### config.mk
export PLATFORM = sky130hd
export DESIGN_NAME = sync_payload_capture_flat
export DESIGN_NICKNAME = d
export VERILOG_FILES = /design/src/rtl/sync_payload_capture_if.sv /design/src/rtl/sync_payload_capture.sv /design/src/flat_wrapper.sv
export SDC_FILE = /design/constraint.sdc
export NUM_CORES = 1
export LEC_CHECK = 0
export CORE_MARGIN = 1
export CORE_UTILIZATION = 55
export CTS_CLUSTER_DIAMETER = 40
export CTS_CLUSTER_SIZE = 28
export DETAILED_ROUTE_END_ITERATION = 10
export HOLD_SLACK_MARGIN = 0.15
export PLACE_DENSITY = 0.91
export RECOVER_POWER = 25
export SLEW_MARGIN = 10
export SYNTH_ARGS = -nofsm -noshare
export SYNTH_HDL_FRONTEND = slang
export SYNTH_SLANG_ARGS = --single-unit
### constraint.sdc
create_clock -name clk -period 3.15 [get_ports clk]
set_input_delay 0.63 -clock clk [delete_from_list [all_inputs] [get_ports clk]]
set_output_delay 0.63 -clock clk [all_outputs]
set_load 0.02 [all_outputs]
### src/rtl/sync_payload_capture_if.sv
// ---------------------------------------------------------------------------
// sync_payload_capture_if
// Groups the serial input, detector pulse and consumer handshake of
// sync_payload_capture into one bundle.
//   J          serial bit stream (same stream the sync detector sees)
//   Y          one-cycle sync-detect pulse
//   data_out   captured payload word, MSB = first bit after the sync word
//   valid      data_out holds an unconsumed frame
//   ready      consumer accepts data_out when valid && ready at a clock edge
//   busy       capture of a payload is in progress
//   overrun    sticky: a sync was dropped while a frame was still pending
//   frame_cnt  frames delivered, wraps modulo 2^CNT_W
//   parity_err only when CAPTURE_PARITY_EN is defined
// Modports: master = stimulus/consumer side, slave = capture block.
// ---------------------------------------------------------------------------
interface sync_payload_capture_if #(
    parameter int PAYLOAD_W = 8,
    parameter int CNT_W     = 8
);
    logic                 J;
    logic                 Y;
    logic                 ready;
    logic [PAYLOAD_W-1:0] data_out;
    logic                 valid;
    logic                 busy;
    logic                 overrun;
    logic [CNT_W-1:0]     frame_cnt;
`ifdef CAPTURE_PARITY_EN
    logic                 parity_err;

    modport master (output J, Y, ready,
                    input  data_out, valid, busy, overrun, frame_cnt, parity_err);
    modport slave  (input  J, Y, ready,
                    output data_out, valid, busy, overrun, frame_cnt, parity_err);
`else
    modport master (output J, Y, ready,
                    input  data_out, valid, busy, overrun, frame_cnt);
    modport slave  (input  J, Y, ready,
                    output data_out, valid, busy, overrun, frame_cnt);
`endif
endinterface

### src/rtl/sync_payload_capture.sv
// ---------------------------------------------------------------------------
// sync_payload_capture
// Downstream stage of the 10000001 sync-word detector. After each detect
// pulse Y it deserialises the next PAYLOAD_W bits of J (MSB first), then
// offers the word on a valid/ready handshake, counts delivered frames and
// flags syncs dropped while a frame is still pending.
// Ports:
//   clk  rising-edge system clock
//   rst  asynchronous reset, active-high
//   bus  sync_payload_capture_if.slave (J, Y, ready in; data_out, valid,
//        busy, overrun, frame_cnt [, parity_err] out)
// Optional feature macro: CAPTURE_PARITY_EN -- one even-parity bit follows
// the payload; valid rises on that bit and parity_err reports the check.
// ---------------------------------------------------------------------------
module sync_payload_capture #(
    parameter int PAYLOAD_W = 8,
    parameter int CNT_W     = 8
) (
    input  logic                   clk,
    input  logic                   rst,
    sync_payload_capture_if.slave  bus
);

    // Counter must reach PAYLOAD_W when the parity bit is appended.
    localparam int CW = $clog2(PAYLOAD_W + 2);
`ifdef CAPTURE_PARITY_EN
    localparam logic [CW-1:0] LAST_BIT = CW'(PAYLOAD_W);
`else
    localparam logic [CW-1:0] LAST_BIT = CW'(PAYLOAD_W - 1);
`endif

    typedef enum logic [1:0] {
        IDLE    = 2'd0,
        CAPTURE = 2'd1,
        HOLD    = 2'd2
    } state_t;

    state_t               state_r;
    logic [CW-1:0]        bit_cnt_r;
    logic [PAYLOAD_W-1:0] shift_r;
    logic [PAYLOAD_W-1:0] data_r;
    logic                 valid_r;
    logic                 busy_r;
    logic                 overrun_r;
    logic [CNT_W-1:0]     frame_cnt_r;

`ifdef CAPTURE_PARITY_EN
    logic                 parity_err_r;

    // Even parity over payload plus parity bit: any odd number of ones fails.
    function automatic logic parity_fail(input logic [PAYLOAD_W-1:0] d,
                                         input logic                 p);
        return ^{d, p};
    endfunction
`endif

    // Capture FSM: sync wait, serial shift-in, and holding the word until it is consumed.
    always_ff @(posedge clk or posedge rst) begin
        if (rst) begin
            state_r      <= IDLE;
            bit_cnt_r    <= {CW{1'b0}};
            shift_r      <= {PAYLOAD_W{1'b0}};
            data_r       <= {PAYLOAD_W{1'b0}};
            valid_r      <= 1'b0;
            busy_r       <= 1'b0;
            overrun_r    <= 1'b0;
            frame_cnt_r  <= {CNT_W{1'b0}};
`ifdef CAPTURE_PARITY_EN
            parity_err_r <= 1'b0;
`endif
        end else begin
            case (state_r)
                IDLE: begin
                    if (bus.Y) begin
                        state_r   <= CAPTURE;
                        bit_cnt_r <= {CW{1'b0}};
                        busy_r    <= 1'b1;
                    end else begin
                        state_r   <= IDLE;
                    end
                end
                // Y is deliberately ignored here: payload bits may re-match the sync word.
                CAPTURE: begin
                    if (bit_cnt_r == LAST_BIT) begin
`ifdef CAPTURE_PARITY_EN
                        // shift_r already holds the whole payload; J is the parity bit.
                        data_r       <= shift_r;
                        parity_err_r <= parity_fail(shift_r, bus.J);
`else
                        data_r       <= {shift_r[PAYLOAD_W-2:0], bus.J};
`endif
                        valid_r     <= 1'b1;
                        busy_r      <= 1'b0;
                        frame_cnt_r <= frame_cnt_r + {{(CNT_W-1){1'b0}}, 1'b1};
                        bit_cnt_r   <= {CW{1'b0}};
                        state_r     <= HOLD;
                    end else begin
                        shift_r   <= {shift_r[PAYLOAD_W-2:0], bus.J};
                        bit_cnt_r <= bit_cnt_r + {{(CW-1){1'b0}}, 1'b1};
                    end
                end
                // valid is always 1 in HOLD, so ready alone completes the handshake.
                HOLD: begin
                    if (bus.ready) begin
                        valid_r <= 1'b0;
                        if (bus.Y) begin
                            state_r   <= CAPTURE;
                            bit_cnt_r <= {CW{1'b0}};
                            busy_r    <= 1'b1;
                        end else begin
                            state_r   <= IDLE;
                        end
                    end else if (bus.Y) begin
                        overrun_r <= 1'b1;
                    end else begin
                        state_r   <= HOLD;
                    end
                end
                default: begin
                    state_r   <= IDLE;
                    bit_cnt_r <= {CW{1'b0}};
                    valid_r   <= 1'b0;
                    busy_r    <= 1'b0;
                end
            endcase
        end
    end

    assign bus.data_out  = data_r;
    assign bus.valid     = valid_r;
    assign bus.busy      = busy_r;
    assign bus.overrun   = overrun_r;
    assign bus.frame_cnt = frame_cnt_r;
`ifdef CAPTURE_PARITY_EN
    assign bus.parity_err = parity_err_r;
`endif

endmodule

### src/flat_wrapper.sv
// flat-port wrapper written by rule: the top's interface ports become plain ports
module sync_payload_capture_flat 
#(
    parameter int PAYLOAD_W = 8,
    parameter int CNT_W     = 8
)
  (clk, rst, bus_J, bus_Y, bus_ready, bus_data_out, bus_valid, bus_busy, bus_overrun, bus_frame_cnt);
  sync_payload_capture_if #(.PAYLOAD_W(PAYLOAD_W), .CNT_W(CNT_W)) bus_i ();
  input  logic clk;
  input  logic rst;
  input wire logic [$bits(bus_i.J)-1:0] bus_J;
  input wire logic [$bits(bus_i.Y)-1:0] bus_Y;
  input wire logic [$bits(bus_i.ready)-1:0] bus_ready;
  output wire logic [$bits(bus_i.data_out)-1:0] bus_data_out;
  output wire logic [$bits(bus_i.valid)-1:0] bus_valid;
  output wire logic [$bits(bus_i.busy)-1:0] bus_busy;
  output wire logic [$bits(bus_i.overrun)-1:0] bus_overrun;
  output wire logic [$bits(bus_i.frame_cnt)-1:0] bus_frame_cnt;
  assign bus_i.J = bus_J;
  assign bus_i.Y = bus_Y;
  assign bus_i.ready = bus_ready;
  assign bus_data_out = bus_i.data_out;
  assign bus_valid = bus_i.valid;
  assign bus_busy = bus_i.busy;
  assign bus_overrun = bus_i.overrun;
  assign bus_frame_cnt = bus_i.frame_cnt;
  sync_payload_capture #(.PAYLOAD_W(PAYLOAD_W), .CNT_W(CNT_W)) u_core (.clk(clk), .rst(rst), .bus(bus_i));
endmodule
==> results.md <==
| Result | Value |
|---|---|
| Startpoint kind of the worst setup timing path | primary input |
| Max clock buf depth | 2 |
| Min Hold Slack | 0.468 ns |
| Critical path endpoint category | async pin |
| Final worst path period share | 69.1% |
| Top routing layer in use | met4 |
| Unrepaired setup endpoints after global routing | no |
| Site row count | 17 |
| Syn Inst Count | 100 |
| Total clock sinks | 32 |
| PostCTS Resize Cnt | 0 |
| Kind of path behind the tightest hold check | flop to flop |
| Critical path's largest stage delay | 1.21 ns |
| Max Fclk | 460 MHz |
| Hold depth | 1 |
| Hold Buf Count CTS | 0 |
| Critical-path cell list | clkdlybuf4s50_1 > inv_1 > clkbuf_1 |
| Clock Pin Slew Worst Setup and Hold Paths | 0.10 ns |
| Post-Syn Area | 1410 µm² |
| Cell type of the slowest stage on the worst timing path | clkbuf_1 |
| First-pass GRT wire length | 3950 µm |
| Avg Inst Size Synth | 14.1 µm² |
| Detailed router's first-iteration violation count | 17 |
| Req. time, crit path | 3.28 ns |
| Lkg Pwr | 0.831 nW |
| HPWL after detailed placement | 1660 µm |
| Antenna Nets Post-Route | 0 |
| Max-slew violation count | 33 |
| I/O pin count | 24 |
| Num CTS Buffers | 5 |
| Area of the core | 2320 µm² |
| Post-detailed-route wirelength per cell | 15.6 µm |
| Synthesis-stage register bit count | 32 |
| Die width | 52.6 µm |
| Nets | 136 |
| Maximum number of pins on one net before global-route repair | 33 |
| Maxcap violations | 1 |
| Critical Setup Path Class | primary input to async pin |
| Iteration count of the initial detailed-routing pass | 4 |
| Antenna diodes | 0 |
| Die Span Y | 52.6 µm |
| Die ar. | 2770 µm² |
| Pre-CTS setup slack | 1.29 ns |
| Yosys warns | 0 |
| Number of setup buffers added after CTS | 0 |
| Final setup violation count | 0 |
| Total global-route track usage | 20.9% |
| Cell area power density | 850 nW/µm² |
| Clock Skew | 0.00791 ns |
| Sequential element share of the synthesized area | 56.8% |
| Synth Net Count | 107 |
| Root buffer cell | clkbuf_4 |
| Critical-path maximum fanout | 32 |
| Starting density of the core | 60.8% |
| Run status | finished, violations left |
| H-tree depth reported by CTS | 2 |
| Transition time at the pin with the least slew margin | 1.68 ns |
| Count of distinct cell types in the synthesized netlist | 32 |
| Length of routed met2 wiring | 1180 µm |
| Count of cells along the worst register-to-register path | 4 |
| Tmin final | 2.18 ns |
| Growth of design area from synthesis to finish | 22.7% |
| Via count of the first global-routing pass | 858 |
| Detailed-route wire length | 2470 µm |
| Global placement routability congestion | 0.792 |
| Clock tree from TritonCTS | built |
| DR WL met3 | 84 µm |
| Violated checks | max-capacitance violations, max-slew violations |
| Clock latency reported for the late side of the worst-skew pair | 0.32 ns |
| Final hold violation count | 0 |
| Number of antenna violations at the first check in global routing | 0 |
| Area of placed instances | 1670 µm² |
| Setup slack after layout | 0.974 ns |
| Total number of vias | 868 |
| Final setup TNS | 0 ns |
| Worst vdd rail ir drop | 673 µV |
| Share of layout cells above drive strength 1 | 24.6% |
| Number of remaining DRC errors | 0 |
| Arr. time, crit path | 2.31 ns |
| Max transition margin | -11.8% |
| Number of port buffers | 23 |
| Via-to-Cell Ratio | 5.49 |
| Detailed-routing wirelength on met1 | 1160 µm |
| Final design area excluding fillers | 1730 µm² |
| Overflow left after global routing | 0 |
layout by cell type, fill, tap and decap left out, drive strengths merged:
cell and n:
nand3 5, o211ai 1, a211o 1, nor3 3, nor2b 1, xor2 7
clkdlybuf4s50 23, inv 3, nor4 4, o21a 1, dfrtp 32, nand2 3
nand2b 2, nand4 1, clkinv 2, and3b 1, nand3b 1, a21o 2
a21oi 3, nor2 2, a22o 2, ha 2, and3 1, mux2 16
o21ai 1, o22ai 1, xnor2 1, clkbuf 7, a22oi 1
cells in the mapped netlist:
cell type / instances / area, µm²
dfrtp_1: 32 / 801
mux2_4: 9 / 135
mux2_2: 7 / 78.8
xor2_1: 7 / 61.3
nand3_1: 5 / 25.0
a21oi_1: 3 / 15.0
inv_1: 3 / 11.3
nor3_1: 3 / 15.0
nor4_2: 3 / 37.5
a21o_1: 2 / 15.0
buf_2: 2 / 10.0
ha_1: 2 / 25.0
nand2_1: 2 / 7.51
nand2b_1: 2 / 12.5
a211o_1: 1 / 8.76
a22o_1: 1 / 8.76
a22o_2: 1 / 10.0
a22oi_1: 1 / 7.51
and3_1: 1 / 6.26
and3b_2: 1 / 10.0
nand2_4: 1 / 11.3
nand3b_4: 1 / 20.0
nand4_1: 1 / 6.26
nor2_1: 1 / 3.75
nor2_8: 1 / 20.0
nor2b_1: 1 / 6.26
nor4_1: 1 / 6.26
o211ai_1: 1 / 7.51
o21a_1: 1 / 7.51
o21ai_0: 1 / 5.00
o22ai_1: 1 / 6.26
xnor2_1: 1 / 8.76
metrics by stage:
step                      std cells  total power [mW]  utilization (%)
after floorplan                 100              1.03                -
after global placement          150              1.20             72.2
after detailed placement        150              1.23             72.2
after CTS                       158              1.48             74.8
after global routing            158              1.55             74.6
final                           158              1.47             74.6
final timing paths:
check                                         end                    start  slack (ns)
setup / recovery              u_core.bit_cnt_r[0]                      rst        0.97
hold / removal                 u_core.bus.overrun       u_core.bus.overrun        0.47
setup reg to reg           u_core.bus.data_out[7]      u_core.bit_cnt_r[0]        1.48
hold reg to reg                u_core.bus.overrun       u_core.bus.overrun        0.47
max in group clk                 bus_frame_cnt[2]  u_core.bus.frame_cnt[2]        1.12
min in group asynchronous  u_core.bus.data_out[4]                      rst        1.21
flip-flops by register name, summed over array words and instances (netlist names):
register,flops
u_core.state_r,2
u_core.bus.valid,1
u_core.bit_cnt_r,4
u_core.bus.busy,1
u_core.bus.data_out,8
u_core.bus.frame_cnt,8
u_core.bus.overrun,1
u_core.shift_r,7
logic make-up after synthesis:
group / Yosys count / share of synthesized area [%]
muxes: 16 / 15.2
adders and majority gates: 2 / 1.77
buffers and inverters: 5 / 1.51
xor gates and xnor gates: 8 / 4.97
and+or+nand+nor: 24 / 13.3
AOI/OAI and AO/OA: 13 / 6.48
DFF: 32 / 56.8
area by class of cell:
| class | count | area (µm²) |
|---|---|---|
| fillers | 157 | 588 |
| flip-flops and latches | 32 | 801 |
| repair buffers | 24 | 234 |
| clock inverters | 2 | 10.0 |
| inverters | 3 | 11.3 |
| clock buffers | 6 | 51.3 |
| well taps | 28 | 35.0 |
| multi-input cells | 63 | 588 |
where the power goes:
part	total, mW	switching [mW]	internal (mW)
Sequential	0.661	0.115	0.546
Combinational	0.563	0.270	0.293
Clock	0.246	0.140	0.106
per-layer routing:
| metal | global-route usage, % | up-vias |
|---|---|---|
| met5 | 0 | - |
| met4 | 9.21 | 0 |
| met3 | 7.83 | 7 |
| met2 | 31.4 | 22 |
| met1 | 26.9 | 427 |
| li1 | - | 412 |
worst max-delay path: cells and delay by family:
family                 cells  cell delay, ns
buffers and inverters      3            1.68
(Power assumes the default switching activity.)
